### src/rtl/gen_pixel_packer.sv
// Converts signed fixed-point generator samples into raster-tagged 8-bit pixels behind a FWFT FIFO.
// Latency: a sample captured at edge N is pushed at edge N+1 and presented on m_* after that edge.
// Backpressure: m_ready stalls the FIFO only; the input never stalls, so pushes to a full FIFO are dropped and flagged.

// Generic first-word-fall-through FIFO with a one-bit-wider pointer pair.
// Latency: a write appears at the head on the edge after the push when the FIFO was empty.
// Backpressure: a push while full is accepted only if a pop happens on the same edge.
module gen_pixel_packer_fifo #(
  parameter int W     = 11,
  parameter int DEPTH = 16
) (
  input  logic         clk,
  input  logic         rst,
  input  logic         push,
  input  logic [W-1:0] wdat,
  input  logic         pop,
  output logic [W-1:0] rdat,
  output logic         full,
  output logic         empty
);
  localparam int AW = $clog2(DEPTH);

  logic [W-1:0] mem [DEPTH];
  logic [AW:0]  wr_ptr;
  logic [AW:0]  rd_ptr;
  logic         do_wr;
  logic         do_rd;

  // Full when the low bits match but the wrap bits differ; empty when both match.
  always_comb begin
    empty = (wr_ptr == rd_ptr);
    full  = (wr_ptr[AW] != rd_ptr[AW]) && (wr_ptr[AW-1:0] == rd_ptr[AW-1:0]);
    do_rd = pop && !empty;
    do_wr = push && (!full || do_rd);
    rdat  = mem[rd_ptr[AW-1:0]];
  end

  // Pointer advance; storage itself needs no reset because the head is gated by empty.
  always_ff @(posedge clk or posedge rst) begin
    if (rst) begin
      wr_ptr <= '0;
      rd_ptr <= '0;
    end else begin
      if (do_wr) wr_ptr <= wr_ptr + 1'b1;
      if (do_rd) rd_ptr <= rd_ptr + 1'b1;
    end
  end

  // Entry write.
  always_ff @(posedge clk) begin
    if (do_wr) mem[wr_ptr[AW-1:0]] <= wdat;
  end
endmodule

module gen_pixel_packer #(
  parameter int DATA_WIDTH = 16,
  parameter int FRAC_BITS  = 8,
  parameter int IMG_W      = 32,
  parameter int IMG_H      = 32,
  parameter int FIFO_DEPTH = 16
) (
  input  logic                  clk,
  input  logic                  rst,
  input  logic                  valid_in,
  input  logic [DATA_WIDTH-1:0] data_in,
  input  logic                  frame_start,
  input  logic                  m_ready,
  output logic                  m_valid,
  output logic [7:0]            m_pixel,
  output logic                  m_sof,
  output logic                  m_eol,
  output logic                  m_eof,
  output logic                  overflow,
  input  logic                  clear_err,
  output logic [15:0]           frame_count,
  output logic                  frame_done
);
  localparam int CW = (IMG_W > 1) ? $clog2(IMG_W) : 1;
  localparam int RW = (IMG_H > 1) ? $clog2(IMG_H) : 1;
  localparam logic [CW-1:0] COL_LAST = CW'(IMG_W - 1);
  localparam logic [RW-1:0] ROW_LAST = RW'(IMG_H - 1);
  localparam logic signed [DATA_WIDTH:0] ONE    = (DATA_WIDTH+1)'(1) << FRAC_BITS;
  localparam logic signed [DATA_WIDTH:0] PIXMAX = (DATA_WIDTH+1)'(255);

  // Stored entry layout: {eof, eol, sof, pixel}.
  typedef struct packed {
    logic       eof;
    logic       eol;
    logic       sof;
    logic [7:0] pixel;
  } pix_t;

  logic [CW-1:0] col;
  logic [RW-1:0] row;
  logic [CW-1:0] col_eff;
  logic [RW-1:0] row_eff;
  logic [CW-1:0] col_nxt;
  logic [RW-1:0] row_nxt;

  logic signed [DATA_WIDTH:0] sum;
  logic signed [DATA_WIDTH:0] sh;
  pix_t conv;

  logic stg_vld;
  pix_t stg_dat;

  pix_t head;
  logic fifo_full;
  logic fifo_empty;
  logic pop;
  logic ovf_set;

  // Raster position seen by this cycle's sample; frame_start forces it to (0,0).
  always_comb begin
    col_eff = frame_start ? '0 : col;
    row_eff = frame_start ? '0 : row;
    col_nxt = col_eff + 1'b1;
    row_nxt = row_eff;
    if (col_eff == COL_LAST) begin
      col_nxt = '0;
      row_nxt = (row_eff == ROW_LAST) ? '0 : row_eff + 1'b1;
    end
  end

  // Fixed-point to pixel: offset by +1.0, scale to 8 integer bits, saturate to 0..255.
  always_comb begin
    sum = $signed({data_in[DATA_WIDTH-1], data_in}) + ONE;
    sh  = sum >>> (FRAC_BITS - 7);
    conv.sof = (row_eff == '0) && (col_eff == '0);
    conv.eol = (col_eff == COL_LAST);
    conv.eof = conv.eol && (row_eff == ROW_LAST);
    if (sh[DATA_WIDTH])   conv.pixel = 8'd0;
    else if (sh > PIXMAX) conv.pixel = 8'd255;
    else                  conv.pixel = sh[7:0];
  end

  // Raster counters advance on every sample, dropped or not, so alignment survives overflow.
  always_ff @(posedge clk or posedge rst) begin
    if (rst) begin
      col <= '0;
      row <= '0;
    end else if (valid_in) begin
      col <= col_nxt;
      row <= row_nxt;
    end else if (frame_start) begin
      col <= '0;
      row <= '0;
    end
  end

  // Frames are counted on acceptance of the last-pixel sample.
  always_ff @(posedge clk or posedge rst) begin
    if (rst)                       frame_count <= '0;
    else if (valid_in && conv.eof) frame_count <= frame_count + 16'd1;
  end

  // Conversion stage register.
  always_ff @(posedge clk or posedge rst) begin
    if (rst) begin
      stg_vld <= 1'b0;
      stg_dat <= '0;
    end else begin
      stg_vld <= valid_in;
      if (valid_in) stg_dat <= conv;
    end
  end

  gen_pixel_packer_fifo #(
    .W     ($bits(pix_t)),
    .DEPTH (FIFO_DEPTH)
  ) u_fifo (
    .clk   (clk),
    .rst   (rst),
    .push  (stg_vld),
    .wdat  (stg_dat),
    .pop   (pop),
    .rdat  (head),
    .full  (fifo_full),
    .empty (fifo_empty)
  );

  // Head presentation; gated so outputs read zero while empty.
  always_comb begin
    m_valid = !fifo_empty;
    pop     = m_valid && m_ready;
    ovf_set = stg_vld && fifo_full && !pop;
    m_pixel = m_valid ? head.pixel : 8'd0;
    m_sof   = m_valid && head.sof;
    m_eol   = m_valid && head.eol;
    m_eof   = m_valid && head.eof;
  end

  // Sticky drop flag; a new drop beats a same-cycle clear.
  always_ff @(posedge clk or posedge rst) begin
    if (rst)            overflow <= 1'b0;
    else if (ovf_set)   overflow <= 1'b1;
    else if (clear_err) overflow <= 1'b0;
  end

  // One-cycle pulse after the end-of-frame pixel leaves the FIFO.
  always_ff @(posedge clk or posedge rst) begin
    if (rst) frame_done <= 1'b0;
    else     frame_done <= pop && m_eof;
  end
endmodule

### config.mk
export PLATFORM = sky130hd
export DESIGN_NAME = gen_pixel_packer
export DESIGN_NICKNAME = d
export VERILOG_FILES = /design/src/rtl/gen_pixel_packer.sv
export SDC_FILE = /design/constraint.sdc
export NUM_CORES = 1
export LEC_CHECK = 0
export ABC_AREA = 1
export CAP_MARGIN = 10
export CELL_PAD_IN_SITES_DETAIL_PLACEMENT = 1
export CELL_PAD_IN_SITES_GLOBAL_PLACEMENT = 1
export CORE_AREA = 2 2 160 162
export DETAILED_ROUTE_END_ITERATION = 16
export DIE_AREA = 0 0 162 164
export PLACE_DENSITY = 0.67
export SYNTH_ARGS = -nofsm -noshare
export SYNTH_HDL_FRONTEND = slang
export SYNTH_SLANG_ARGS = --single-unit
### constraint.sdc
create_clock -name clk -period 2.8 [get_ports clk]
set_clock_uncertainty 0.2 [all_clocks]
set_input_delay 0.42 -clock clk [delete_from_list [all_inputs] [get_ports clk]]
set_output_delay 0.42 -clock clk [all_outputs]
set_load 0.1 [all_outputs]
Yosys cells after proc, flatten, opt, wreduce, memory -nomap -nowiden:

Memories as Yosys holds them, arrays and structs flattened.
Index checks and enable logic that the tools add are counted.

* logic and storage cells: 59
* output and inout bits: 30
* bits in registers: 50
* memories: 1
* bits of input ports: 22
* RAM bits: 176

* eq/ne operators: 5
* $lt $le $gt $ge: 1
* add/subtract/negate cells: 6
* reductions and logical operators: 20
* muxes and demuxes: 14

Memories
* u_fifo.mem: words 16, width 11, read ports 1, clocked after memory_dff 0, wr ports 1, line 23 `logic [W-1:0] mem [DEPTH];`

Operators with widths (count)
* two-way mux 5 bit: 7
* two-way mux 8 bit: 3
* adder 5 x 1 -> 5 bit, second input constant: 4
* adder 16 x 10 -> 17 bit, second input constant: 1
* adder 16 x 1 -> 16 bit, second input constant: 1
* greater-than comparator 16 x 9 -> 1 bit, second input constant: 1
* logical AND 1 bit: 13
* == test 5 bit, second input constant: 2
* logical NOT 5 bit: 2
* == test 5 bit: 1
* == test 4 bit: 1
* two-way mux 1 bit: 4
* logical NOT 1 bit: 3
* nonzero test 2 bit: 1
* logical OR 1 bit: 1
* inequality test 1 bit: 1

Logic depth before layout (Yosys ltp):

* depth after elaboration: 8
* mapped depth: 17
* mapped depth without buffers: 17

By module:

From an unflattened synthesis, not the netlist that was laid out.

* cell total of the unflattened synthesis: 941
* area total of the unflattened synthesis: 9953.3 µm²

By module, submodules not included
* gen_pixel_packer_fifo: cells each 659, times used 1, sequential area each 5535.3 µm², area each 7724.9 µm²
* gen_pixel_packer: cells each 282, times used 1, sequential area each 1001.0 µm², area each 2228.4 µm²

Least setup slack after synthesis:

OpenSTA, ideal clock, no wires.

* path kind: register to output
* start: reg u_fifo.rd_ptr[0]
* end: out m_eol
* arrival time: 2.711 ns
* data required time: 2.180 ns
* cell stages (with the launch flop): 9
* path buffers: 3
* setup slack: -0.531 ns
* path through: dfrtp_1 buf_2 clkinv_2 buf_2 buf_2 nor2_1 o211ai_1 nand3_1 a21oi_1

* cells in the longest elaborated chain, start to end: 3
* elaborated cells on any way between the ends: 4
* classes of those cells: eq/ne: 1; reduce/logical: 2; memory: 1

RTL lines
* start, declared: line 25 `logic [AW:0] rd_ptr;`
* start signal, assigned: line 45 `if (do_rd) rd_ptr <= rd_ptr + 1'b1;`
* branches (longest 2 deep; another with memory (16 x 11 bit))
* logical AND 1 bit (*): line 189 `m_eol = m_valid && head.eol;`
* end, declared: line 71 `output logic m_eol,`

Every way passes the cells marked *.

Worst setup path after layout:

* start: reg u_fifo.rd_ptr[0]
* end: out m_pixel[0]

* cells in the longest elaborated chain, start to end: 2
* elaborated cells on any way between the ends: 3
* classes of those cells: eq/ne: 1; mux: 1; memory: 1

RTL lines
* memory (16 x 11 bit) or == test 5 bit (tied branches)
* two-way mux 8 bit (*): line 187 `m_pixel = m_valid ? head.pixel : 8'd0;`
* end, declared: line 69 `output logic [7:0] m_pixel,`

Mark *: on every way between the ends. The rest lies on a longest branch, timed or not.

==> out/qor.txt <==
PortBufs - 50
Largest stage delay, worst path - 0.42 ns
final worst setup slack - -0.132 ns
GRT met2 Usage - 34.5%
cells along the critical path - buf_12 -> buf_8 -> clkbuf_16 -> nor2_4 -> nor2_2 -> o21ai_1 -> o21ai_1 -> nand2_1 -> nand2_1 -> inv_2 -> a21oi_4 -> buf_12
Mapped Area - 9770 µm²
setup total negative slack - -1.19 ns
Area Overhead vs Synth - 28.8%
critical path's top delay family - buffers and inverters
Die Height - 164 µm
leading area contributor after synthesis - edfxtp_1
Slew HR - 50.6%
Fill cells - 2641
Die Footprint - 26600 µm²
# IOs - 52
Critical Path RT - 2.18 ns
final worst path period need - 2.93 ns
synth unique cells - 34
mux cell area share after synthesis - 0%
Final setup viols - 12
post-DP HPWL - 16100 µm
crit share post-route - 105%
crit path max fanout - 8
gr ovfl total - 0
most frequent cell after synthesis - edfxtp_1
initial antenna violation count - 0
Worst EP arrival - 2.31 ns
GRT busiest layer - met2
switching fraction of total power - 41.3%
Most used DFF post-synth - edfxtp_1
top cell type's share of synthesized area - 54.1%
CP max stage cell - dfrtp_2
wire per inst - 19.9 µm
combinational power share - 49.0%
Final Max Tran Viols - 0
Power per Cell Area - 1140 nW/µm²
RSZ-0062 raised after global routing - true
Routed Antenna Nets - 0
fmax - 341 MHz
status - complete, but fails checks
Max IR drop VDD - 1.15 mV
DR iter-0 viols - 435
Multi-input gate area - 3050 µm²
Post-synth ARST share - 22.1%
met3 GRT Util - 2.27%
Mapped Nets - 934
register area share after synthesis - 66.9%
clock buffer depth - 3
M1 GR Usage - 28.0%
max-cap violations - 0
Total Power - 14.3 mW
critical path endpoint category - primary output
Worst-Skew Late Latency - 0.52 ns
number of global-route vias before repair - 7054
Root Buffer - clkbuf_16
Die W - 162 µm
register area - 6540 µm²
clock power share - 21.2%
Synth Register Bits - 226
Residual DRC - 0
CTS tree - built
Initial Util - 39.4%
layout cells sized above 1 - 20.2%
Final Hold Fails - 0
# diodes - 0
Mapped Cells - 899
pre-CTS setup slack - -0.0578 ns
failing checks - negative setup slack
largest family of logic cells by synthesized area - simple AND/OR/NAND/NOR gates
vias per inst - 5.17
pin count of the biggest net entering global routing - 43
CTS Hold Bufs - 0
EDFF count, synth - 176
first-pass GRT wire length - 41200 µm
HP Class - in2async
Setup crit start kind - flip-flop
TritonCTS Buffers - 26
Final #Nets - 1056
P_leak - 4.99 nW
Synth Area in Adders - 1.66%
WS Path Type - reg2out
clock sinks - 226
Simple-Gate Fraction of Synth Area - 15.3%
H-tree levels - 1
NetSw - 5.92 mW
number of iterations in the first detailed-routing pass - 5
Int Power - 8.41 mW
Yosys Warn Count - 0
most frequent cells after synthesis - edfxtp_1 (176), nor2_1 (158), nand2_1 (137)
Flop pwr share - 29.9%
Syn Area/Cell - 10.9 µm²
Placer Congestion - 0.765
Rows - 58
Worst-Margin Slew - 0.741 ns
final core utilization - 50.7%
DR vias - 7089
largest cells by area after synthesis - edfxtp_1 (54%), dfrtp_1 (13%), o21ai_0 (6.1%), nor2_1 (6.1%), nand2_1 (5.3%)
Synth Area in Compound Gates - 9.21%
Worst-path clk slew - 0.06 ns
Buf/Inv on CP - 5
final wirelength - 27200 µm
Core Area - 24800 µm²
Post-Synth XOR/XNOR Area - 2.42%
GRT Overall Usage - 20.2%
-- state kept, by name (all words and copies together) (netlist names) --
name / flops
col: 5
frame_count: 16
frame_done: 1
overflow: 1
row: 5
stg_dat: 11
stg_vld: 1
u_fifo.mem: 176
u_fifo.rd_ptr: 5
u_fifo.wr_ptr: 5
-- per-stage QoR --
step | instances | hold WS [ns] | instance area (µm²)
2_1_floorplan | 899 | 0.251 | 9810
3_3_place_gp | 1293 | 0.299 | 11200
3_5_place_dp | 1293 | 0.302 | 11200
4_1_cts | 1355 | 0.0844 | 12300
5_1_grt | 1371 | 0.124 | 12600
6_report | 1371 | 0.0787 | 12600
-- cell usage in the layout, fill, tap and decap left out, types with 13 or more instances in the layout --
| master | netlist | final |
|---|---|---|
| buf_12 | 0 | 24 |
| buf_4 | 3 | 72 |
| clkbuf_16 | 0 | 32 |
| clkdlybuf4s50_1 | 0 | 20 |
| dfrtp_1 | 50 | 48 |
| edfxtp_1 | 176 | 176 |
| ha_1 | 13 | 13 |
| inv_1 | 65 | 57 |
| nand2_1 | 137 | 129 |
| nand3_1 | 19 | 16 |
| nor2_1 | 158 | 147 |
| o211ai_1 | 22 | 22 |
| o21ai_0 | 119 | 75 |
| o21ai_1 | 9 | 53 |
| xor2_1 | 18 | 18 |
-- cell type report --
class	instances	share of cell area [%]
tap	330	3.28
multi-input combinational	563	24.2
clock inverter	12	0.418
timing repair buffer	134	12.2
clock buffer	36	5.64
inverter	70	2.26
sequential	226	52.0
-- path summary, 6_finish.rpt --
| check | from | to | slack [ns] | cells past startpoint |
|---|---|---|---|---|
| max in group asynchronous | rst | stg_dat[3] | 1.76 | 3 |
| min | rst | frame_count[3] | 0.08 | 2 |
| max reg2reg | u_fifo.rd_ptr[1] | u_fifo.mem[6][2] | 0.30 | 8 |
| max | u_fifo.rd_ptr[0] | m_pixel[0] | -0.13 | 12 |
| min in group clk | frame_count[13] | frame_count[13] | 0.31 | 1 |
| min reg2reg | frame_count[13] | frame_count[13] | 0.31 | 1 |
-- routing by layer --
metal  wire (µm)  up-vias
met5           0        -
met1       12000     3553
met3        1240       39
li1            -     3319
met2       13500      178
met4         490        0
-- logic make-up (layout without fill, tap and decap cells) --
group,after synthesis,in the layout
AND/OR/NAND/NOR,355,355
flip-flops,226,226
AO/OA/AOI/OAI,168,168
buffers and inverters,110,252
XOR/XNOR,27,27
adder cells (fa/ha/maj),13,13
-- power groups by stage --
stage	clock network (mW)	registers, mW	logic [mW]
2_1_floorplan	0	4.25	3.58
3_3_place_gp	0	4.31	5.70
3_5_place_dp	0	4.33	5.78
4_1_cts	3.10	4.26	6.46
5_1_grt	3.25	4.31	7.45
6_report	3.03	4.28	7.02
-- repair_timing --
item / in CTS / in global routing
resized for setup: 41 / 86
setup buffers: 9 / 15
setup endpoints to repair: 12 / 12
pin swaps: 17 / 43
gates cloned: 5 / 5
Power figures use the tool's default switching activity.
